## src/rtl/cpu_pkg.sv

```systemverilog
// Shared CPU definitions: control FSM states, opcode/funct values and the
// datapath select/command codes seen by the control unit and the ALU.
package cpu_pkg;

  typedef enum logic [3:0] {
    StIdle,
    StFetch,
    StDecode,
    StMemAdr,
    StMemRd,
    StMemWb,
    StMemWr,
    StExecR,
    StExecI,
    StAluWb,
    StBranch,
    StJump,
    StJal,
    StJr,
    StError
  } state_t;

  localparam logic [5:0] OpRType = 6'h00;
  localparam logic [5:0] OpJ     = 6'h02;
  localparam logic [5:0] OpJal   = 6'h03;
  localparam logic [5:0] OpBne   = 6'h05;
  localparam logic [5:0] OpXori  = 6'h0E;
  localparam logic [5:0] OpLw    = 6'h23;
  localparam logic [5:0] OpSw    = 6'h2B;

  localparam logic [5:0] FnJr  = 6'h08;
  localparam logic [5:0] FnAdd = 6'h20;
  localparam logic [5:0] FnSub = 6'h22;
  localparam logic [5:0] FnSlt = 6'h2A;

  typedef enum logic [2:0] {
    AluAdd = 3'd0,
    AluSub = 3'd1,
    AluXor = 3'd2,
    AluSlt = 3'd3
  } alu_cmd_t;

  typedef enum logic [1:0] {
    PcAlu    = 2'd0,
    PcAluOut = 2'd1,
    PcJump   = 2'd2,
    PcRs     = 2'd3
  } pc_src_t;

  typedef enum logic [1:0] {
    SrcBReg    = 2'd0,
    SrcBFour   = 2'd1,
    SrcBImm    = 2'd2,
    SrcBImmSh2 = 2'd3
  } alu_src_b_t;

  typedef enum logic [1:0] {
    DstRt = 2'd0,
    DstRd = 2'd1,
    DstRa = 2'd2
  } reg_dst_t;

  typedef enum logic [1:0] {
    WbAluOut = 2'd0,
    WbMdr    = 2'd1,
    WbPc     = 2'd2
  } mem_to_reg_t;

  // States that own an outstanding memory request.
  function automatic logic is_mem_state(state_t s);
    return (s == StFetch) || (s == StMemRd) || (s == StMemWr);
  endfunction

endpackage

```

## src/rtl/control_decode.sv

```systemverilog
// Output decode for the multicycle control FSM. Everything is a function of
// the current state; memReady qualifies the fetch commit and zero the bne.
module control_decode
  import cpu_pkg::*;
(
  input  state_t     state,
  input  logic [5:0] opcode,
  input  logic [5:0] funct,
  input  logic       zero,
  input  logic       memReady,
  output logic       memReq,
  output logic       memWrite,
  output logic       iorD,
  output logic       irWrite,
  output logic       pcWrite,
  output logic [1:0] pcSrc,
  output logic       aluSrcA,
  output logic [1:0] aluSrcB,
  output logic [2:0] aluCommand,
  output logic       regWrite,
  output logic [1:0] regDst,
  output logic [1:0] memToReg,
  output logic       error
);

  // Per-state control word; anything not driven for a state stays 0.
  always_comb begin
    memReq     = 1'b0;
    memWrite   = 1'b0;
    iorD       = 1'b0;
    irWrite    = 1'b0;
    pcWrite    = 1'b0;
    pcSrc      = PcAlu;
    aluSrcA    = 1'b0;
    aluSrcB    = SrcBReg;
    aluCommand = AluAdd;
    regWrite   = 1'b0;
    regDst     = DstRt;
    memToReg   = WbAluOut;
    error      = 1'b0;
    case (state)
      StFetch: begin
        // PC + 4 is computed every fetch cycle but only committed with the IR.
        memReq  = 1'b1;
        aluSrcB = SrcBFour;
        irWrite = memReady;
        pcWrite = memReady;
      end
      StDecode: begin
        aluSrcB = SrcBImmSh2;
      end
      StMemAdr: begin
        aluSrcA = 1'b1;
        aluSrcB = SrcBImm;
      end
      StMemRd: begin
        memReq = 1'b1;
        iorD   = 1'b1;
      end
      StMemWr: begin
        memReq   = 1'b1;
        memWrite = 1'b1;
        iorD     = 1'b1;
      end
      StMemWb: begin
        regWrite = 1'b1;
        regDst   = DstRt;
        memToReg = WbMdr;
      end
      StExecR: begin
        aluSrcA = 1'b1;
        aluSrcB = SrcBReg;
        case (funct)
          FnSub:   aluCommand = AluSub;
          FnSlt:   aluCommand = AluSlt;
          default: aluCommand = AluAdd;
        endcase
      end
      StExecI: begin
        aluSrcA    = 1'b1;
        aluSrcB    = SrcBImm;
        aluCommand = AluXor;
      end
      StAluWb: begin
        regWrite = 1'b1;
        regDst   = (opcode == OpRType) ? DstRd : DstRt;
        memToReg = WbAluOut;
      end
      StBranch: begin
        // bne: the target was parked in ALUOut during decode.
        aluSrcA    = 1'b1;
        aluSrcB    = SrcBReg;
        aluCommand = AluSub;
        pcSrc      = PcAluOut;
        pcWrite    = ~zero;
      end
      StJump: begin
        pcWrite = 1'b1;
        pcSrc   = PcJump;
      end
      StJr: begin
        pcWrite = 1'b1;
        pcSrc   = PcRs;
      end
      StJal: begin
        pcWrite  = 1'b1;
        pcSrc    = PcJump;
        regWrite = 1'b1;
        regDst   = DstRa;
        memToReg = WbPc;
      end
      StError: begin
        error = 1'b1;
      end
      default: ;
    endcase
  end

endmodule

```

## src/rtl/multicycle_control.sv

```systemverilog
// Multicycle CPU control unit: state register, instruction dispatch and an
// optional memory-wait watchdog. Output decoding lives in control_decode.
module multicycle_control
  import cpu_pkg::*;
#(
  parameter int unsigned MEM_TIMEOUT = 0
) (
  input  logic       clk,
  input  logic       rst_n,
  input  logic [5:0] opcode,
  input  logic [5:0] funct,
  input  logic       zero,
  input  logic       memReady,
  output logic       memReq,
  output logic       memWrite,
  output logic       iorD,
  output logic       irWrite,
  output logic       pcWrite,
  output logic [1:0] pcSrc,
  output logic       aluSrcA,
  output logic [1:0] aluSrcB,
  output logic [2:0] aluCommand,
  output logic       regWrite,
  output logic [1:0] regDst,
  output logic [1:0] memToReg,
  output logic       error
);

  localparam int unsigned CntW        = (MEM_TIMEOUT > 1) ? $clog2(MEM_TIMEOUT) : 1;
  localparam int unsigned TimeoutLast = (MEM_TIMEOUT > 0) ? MEM_TIMEOUT - 1 : 0;

  state_t          state_q, state_d;
  logic [CntW-1:0] wait_q, wait_d;
  logic            stalled;
  logic            timeout_hit;

  assign stalled     = is_mem_state(state_q) && !memReady;
  assign timeout_hit = (MEM_TIMEOUT != 0) && stalled && (wait_q == CntW'(TimeoutLast));

  // Wait counter: consecutive stalled request cycles, cleared otherwise.
  always_comb begin
    wait_d = '0;
    if ((MEM_TIMEOUT != 0) && stalled && !timeout_hit) begin
      wait_d = wait_q + CntW'(1);
    end
  end

  // Next-state: dispatch on opcode/funct, watchdog overrides everything.
  always_comb begin
    state_d = state_q;
    case (state_q)
      StIdle:  state_d = StFetch;
      StFetch: if (memReady) state_d = StDecode;
      StDecode: begin
        case (opcode)
          OpLw, OpSw: state_d = StMemAdr;
          OpRType: begin
            case (funct)
              FnAdd, FnSub, FnSlt: state_d = StExecR;
              FnJr:                state_d = StJr;
              default:             state_d = StError;
            endcase
          end
          OpXori:  state_d = StExecI;
          OpBne:   state_d = StBranch;
          OpJ:     state_d = StJump;
          OpJal:   state_d = StJal;
          default: state_d = StError;
        endcase
      end
      StMemAdr: begin
        case (opcode)
          OpLw:    state_d = StMemRd;
          OpSw:    state_d = StMemWr;
          default: state_d = StError;
        endcase
      end
      StMemRd: if (memReady) state_d = StMemWb;
      StMemWr: if (memReady) state_d = StFetch;
      StExecR, StExecI: state_d = StAluWb;
      StMemWb, StAluWb, StBranch, StJump, StJal, StJr: state_d = StFetch;
      StError: state_d = StError;
      default: state_d = StError;
    endcase
    if (timeout_hit) state_d = StError;
  end

  // State and watchdog registers.
  always_ff @(posedge clk or negedge rst_n) begin
    if (!rst_n) begin
      state_q <= StIdle;
      wait_q  <= '0;
    end else begin
      state_q <= state_d;
      wait_q  <= wait_d;
    end
  end

  control_decode u_decode (
    .state      (state_q),
    .opcode     (opcode),
    .funct      (funct),
    .zero       (zero),
    .memReady   (memReady),
    .memReq     (memReq),
    .memWrite   (memWrite),
    .iorD       (iorD),
    .irWrite    (irWrite),
    .pcWrite    (pcWrite),
    .pcSrc      (pcSrc),
    .aluSrcA    (aluSrcA),
    .aluSrcB    (aluSrcB),
    .aluCommand (aluCommand),
    .regWrite   (regWrite),
    .regDst     (regDst),
    .memToReg   (memToReg),
    .error      (error)
  );

endmodule

```

## config.mk

```make
export PLATFORM = sky130hd
export DESIGN_NAME = multicycle_control
export DESIGN_NICKNAME = d
export VERILOG_FILES = /design/src/rtl/cpu_pkg.sv /design/src/rtl/control_decode.sv /design/src/rtl/multicycle_control.sv
export SDC_FILE = /design/constraint.sdc
export NUM_CORES = 1
export LEC_CHECK = 0
export ABC_AREA = 1
export CAP_MARGIN = 30
export CORE_MARGIN = 2
export CORE_UTILIZATION = 32
export DETAILED_ROUTE_END_ITERATION = 8
export HOLD_SLACK_MARGIN = 0.08
export PLACE_DENSITY = 0.7
export SETUP_SLACK_MARGIN = 0.4
export SLEW_MARGIN = 20
export SYNTH_ARGS = -nofsm -noshare
export SYNTH_HDL_FRONTEND = slang
export SYNTH_SLANG_ARGS = --single-unit
```

## constraint.sdc

```tcl
create_clock -name clk -period 3.6 [get_ports clk]
set_input_delay 0.36 -clock clk [delete_from_list [all_inputs] [get_ports clk]]
set_output_delay 0.36 -clock clk [all_outputs]
set_load 0.005 [all_outputs]
```

==> flow_summary.yaml, run 1 <==
logic_synthesis:
  ys_seq_area_frac: 0.146
  yosys_warnings: 0
  synth_ff_type: "dfrtp_1"
  synth-edff-count: 0
  async_flop_share: 1.00
  synth_area_um2: 686
  synth_commonest_cells: "nor2_1, nand2_1, inv_1, nand3_1, inv_2"
  netlist_instances: 124
  synth-seq-cells: 4
  synth_top_cell_by_area: "dfrtp_1"
  synth.distinct_cells: 27
  synth_nets: 140
  yosysTopAreaCellShare: 0.146
  synthTopCellsByArea: "dfrtp_1, nor2_1, nand2_1"
  synth_most_common_cell: "nor2_1"
  syn_avg_cell_area_um2: 5.53
final_layout:
  largest_register: "state_q"
  final_cells: 185
  antennaDiodeCount: 0
  drive_gt1_frac: 0.165
  largest_reg_flops: 4
  reg_top3: "state_q x4"
  final_nets: 176
  area_delta_synth_final_pct: 54.2
critical_path:
  cp-start-kind: "flip-flop"
  cp-end-kind: "output port"
  cp_common_cell: "nor2_1"
  r2r-start: "state_q[1]"
  cp.arrival_ps: 1900
  critPathMaxStageDelay_ps: 500
  path_cells: "nor2_1, inv_2, nor2_1, inv_1, o21ai_1, nand3b_1, clkdlybuf4s50_1"
  critPathKind: "reg2out"
  cp_max_fo: 6
  ff2ff_setup_slack_ps: 2330
  r2r_cells: 7
  r2r-end: "state_q[1]"
  cp_slowest_cell: "clkdlybuf4s50_1"
  cp.required_ps: 3240
pwr:
  p_per_area_mw_per_mm2: 625
  p_leak_nw: 0.496
  ir_worst_vdd_mv: 0.281
global_routing:
  grt_usage: 0.149
  grt_max_degree: 7
  antenna_found_initial: 0
  grt_pass1_wl_um: 3030
  overflow: 0
  grt_pass1_vias: 767
sta:
  fin_skew_ps: 5.49
  setup_tns_ps: 0
  min_period_over_period: 0.629
  max_freq_ghz: 0.442
  drv_slew: 0
  min_period_ps: 2260
  setup_viol: 0
  rsz0062_at_grt: "false"
  hold_violations: 0
floorplanning:
  fp.dieH_um: 50.3
  core_area_mm2: 0.00198
  start_util: 0.346
  fp.dieW_um: 50.3
  num_io_pins: 35
  die_area_mm2: 0.00253
  rows: 16
clocking:
  cts_buffers: 3
  clkSlewWorstSetupHoldPaths_ps: 40
  post_cts_buffers: 0
  htreeDepth: 1
  cts_max_path_buffers: 2
  clk-insertion-delay-late_ps: 230
  cts_resized: 0
  cts-hold-fix-buffers: 0
  cts_root_buf: "clkbuf_4"
  cts_tree: "yes"
  clock_sinks: 4
route:
  ant_nets: 0
  drt_iter0_markers: 10
  routed_via_density: 4.64
  wl_per_cell_um: 9.52
  route.detailed.drc: 0
  vias: 859
  drt_first_pass_iters: 5
  wl_um: 1760
placement:
  port_buffers: 33
  dp_hpwl_um: 1600
  place_inst: 182
  gp_congestion: 0.845
flow_run:
  cap_viol_max_count: 0
worst_hold_path:
  min_path_type: "in2async"
status:
  run_status: "complete, no violations"
-- cell usage in the layout, fill, tap and decap left out, drive strengths merged, types with 3 or more instances in the layout --
| cell | netlist | final |
|---|---|---|
| o21ai | 6 | 6 |
| clkdlybuf4s50 | 0 | 33 |
| inv | 23 | 23 |
| nand2 | 27 | 27 |
| clkbuf | 0 | 3 |
| nor2 | 33 | 33 |
| dfrtp | 4 | 4 |
| a21oi | 3 | 3 |
| nand3 | 15 | 15 |
-- layout make-up --
| class | instances | area [µm²] |
|---|---|---|
| clock buffers | 3 | 22.5 |
| repair buffers | 33 | 330 |
| multi-input cells | 94 | 479 |
| well taps | 27 | 33.8 |
| fillers | 204 | 925 |
| flip-flops and latches | 4 | 100 |
| inverters | 24 | 91.3 |
-- per-layer routing --
layer	vias to the layer above	global-route usage	share of wire
met5	-	0	0
met4	0	0.0450	0.0079
met3	3	0.0298	0.053
met2	29	0.283	0.50
met1	370	0.164	0.44
li1	457	-	-
-- through the flow --
| stage | cell area [µm²] | worst slack, ps | util | hold WS, ps | power [mW] |
|---|---|---|---|---|---|
| after global placement | 1030 | 1470 | 0.522 | 567 | 0.603 |
| final | 1060 | 1340 | 0.533 | 327 | 0.660 |
| after CTS | 1060 | 1340 | 0.533 | 332 | 0.667 |
| after global routing | 1060 | 1260 | 0.533 | 331 | 0.724 |
| after detailed placement | 1030 | 1430 | 0.522 | 578 | 0.611 |
| after floorplan | 686 | 2150 | - | 64.4 | 0.396 |
-- worst max-delay path: cells and delay by family (launching register included) --
family	cells	cell delay (ps)
AO/OA/AOI/OAI	1	110
buffers and inverters	3	640
flip-flops	1	460
AND/OR/NAND/NOR	3	450
-- kinds of logic after synthesis --
| logic type | synth area share |
|---|---|
| and+or+nand+nor | 0.553 |
| buffers and inverters | 0.155 |
| AOI/OAI and AO/OA | 0.141 |
| DFF | 0.146 |
| other | 0.00547 |
-- report_power, final --
| part | switching (mW) | internal (mW) | leakage (nW) |
|---|---|---|---|
| clock | 0.0171 | 0.0372 | 0.0138 |
| combinational | 0.258 | 0.246 | 0.434 |
| sequential | 0.0339 | 0.0688 | 0.0487 |
-- worst max path at each step --
stage          startpoint             to  slack [ps]
2_1_floorplan  state_q[1]        pcWrite        2150
3_3_place_gp    opcode[2]      regDst[0]        1470
3_5_place_dp    opcode[2]      regDst[0]        1430
4_1_cts        state_q[1]        aluSrcA        1340
5_1_grt        state_q[2]  aluCommand[1]        1260
6_report       state_q[1]        aluSrcA        1340
No activity file was read; power rests on OpenSTA's default activity.
==> run 2, diff against run 1 <==
- PLACE_DENSITY: 0.7 -> 0.72
- clock period: 3.6 -> 1.8 ns (I/O delays scaled with it)
==> flow_summary.yaml, run 2 (synthesized netlist as in run 1, its figures left out) <==
route:
  route.detailed.drc: 0
  drt_first_pass_iters: 4
  drt_iter0_markers: 18
  vias: 1053
  routed_via_density: 4.88
  wl_um: 3060
  ant_nets: 0
  wl_per_cell_um: 14.2
global_routing:
  overflow: 0
  grt_usage: 0.211
  grt_pass1_wl_um: 4180
  grt_pass1_vias: 1039
  antenna_found_initial: 0
  grt_max_degree: 6
final_layout:
  area_delta_synth_final_pct: 102
  largest_register: "state_q"
  multiInputGateArea_um2: 586
  antennaDiodeCount: 0
  final_util: 0.699
  fill_cells: 149
  final_nets: 207
  regArea_um2: 105
  largest_reg_flops: 4
  drive_gt1_frac: 0.524
  final_cell_mix: "nand2_1, buf_4, nor2_1"
  reg_top3: "state_q x4"
  final_common_cell: "nand2_1"
  final_cells: 216
clocking:
  cts-hold-fix-buffers: 0
  clk-insertion-delay-late_ps: 240
  cts_tree: "yes"
  cts_root_buf: "clkbuf_4"
  htreeDepth: 1
  clkSlewWorstSetupHoldPaths_ps: 40
  clock_sinks: 4
  cts_max_path_buffers: 2
  cts_buffers: 3
placement:
  place_inst: 192
  detailedPlace.worstSlack_ps: 15.4
  gp_congestion: 0.919
  port_buffers: 33
  dp_hpwl_um: 1680
sta:
  min_period_ps: 1690
  hold_ws_ps: 148
  setup_ws_ps: 108
  min_period_over_period: 0.940
  rsz0062_at_grt: "true"
  hold_violations: 0
  setup_tns_ps: 0
  max_freq_ghz: 0.591
  drv_slew: 0
  setup_viol: 0
  fin_skew_ps: 9.02
floorplanning:
  core_area_mm2: 0.00198
  fp.dieW_um: 50.3
  num_io_pins: 35
  rows: 16
  die_area_mm2: 0.00253
  fp.dieH_um: 50.3
  start_util: 0.346
status:
  run_status: "complete, no violations"
worst_hold_path:
  min_path_type: "in2async"
flow_run:
  cap_viol_max_count: 0
pwr:
  ir_worst_vdd_mv: 0.790
  p_leak_nw: 0.727
  p_per_area_mw_per_mm2: 1450
critical_path:
  cp-start-kind: "flip-flop"
  cp.arrival_ps: 1510
  cp-end-kind: "output port"
  ff2ff_setup_slack_ps: 180
  cp_max_fo: 4
  cp.required_ps: 1620
  critPathKind: "reg2out"
## run 2: path summary, 6_finish.rpt
check,from,to,cells after the start
max in group asynchronous,rst_n,state_q[3],1
worst max register to register,state_q[0],state_q[3],12
worst min-delay path,rst_n,state_q[1],1
worst min register to register,state_q[1],state_q[1],3
min in group clk,memReady,state_q[2],3
worst max-delay path,state_q[2],pcWrite,5
## run 2: what timing repair did
action                                  CTS  global route
pin swaps                                11             7
endpoints found under the setup margin   18            21
resized for setup                        87            27
buffers inserted                         14             7
gates cloned                              0             0
## run 2: critical path: stages, from the launching register on
cell and delay [ps]:
dfrtp_2 430, buf_4 170, nand2_4 100, o22ai_1 110, or3_1 340, buf_2 130
## run 2: power by group
group	internal [mW]	switching [mW]	total, mW
Sequential	0.146	0.0726	0.219
Combinational	0.805	0.878	1.68
Clock	0.0745	0.0365	0.111
## run 2: through the flow
step / instance area (µm²) / total power, mW
2_1_floorplan: 686 / 0.791
3_3_place_gp: 1110 / 1.29
3_5_place_dp: 1110 / 1.30
4_1_cts: 1260 / 1.66
5_1_grt: 1390 / 2.12
6_report: 1390 / 2.01
## run 2: cell type report
type	instances	share of cell area
multi-input combinational	94	0.423
inverter	24	0.0714
sequential	4	0.0759
tap	27	0.0244
clock buffer	3	0.0163
timing repair buffer	64	0.389
## run 2: layer usage
| layer | GRT usage | vias up | part of all wire |
|---|---|---|---|
| li1 | - | 518 | - |
| met1 | 0.206 | 477 | 0.38 |
| met2 | 0.417 | 45 | 0.52 |
| met3 | 0.0298 | 13 | 0.057 |
| met4 | 0.113 | 0 | 0.045 |
| met5 | 0 | - | 0 |
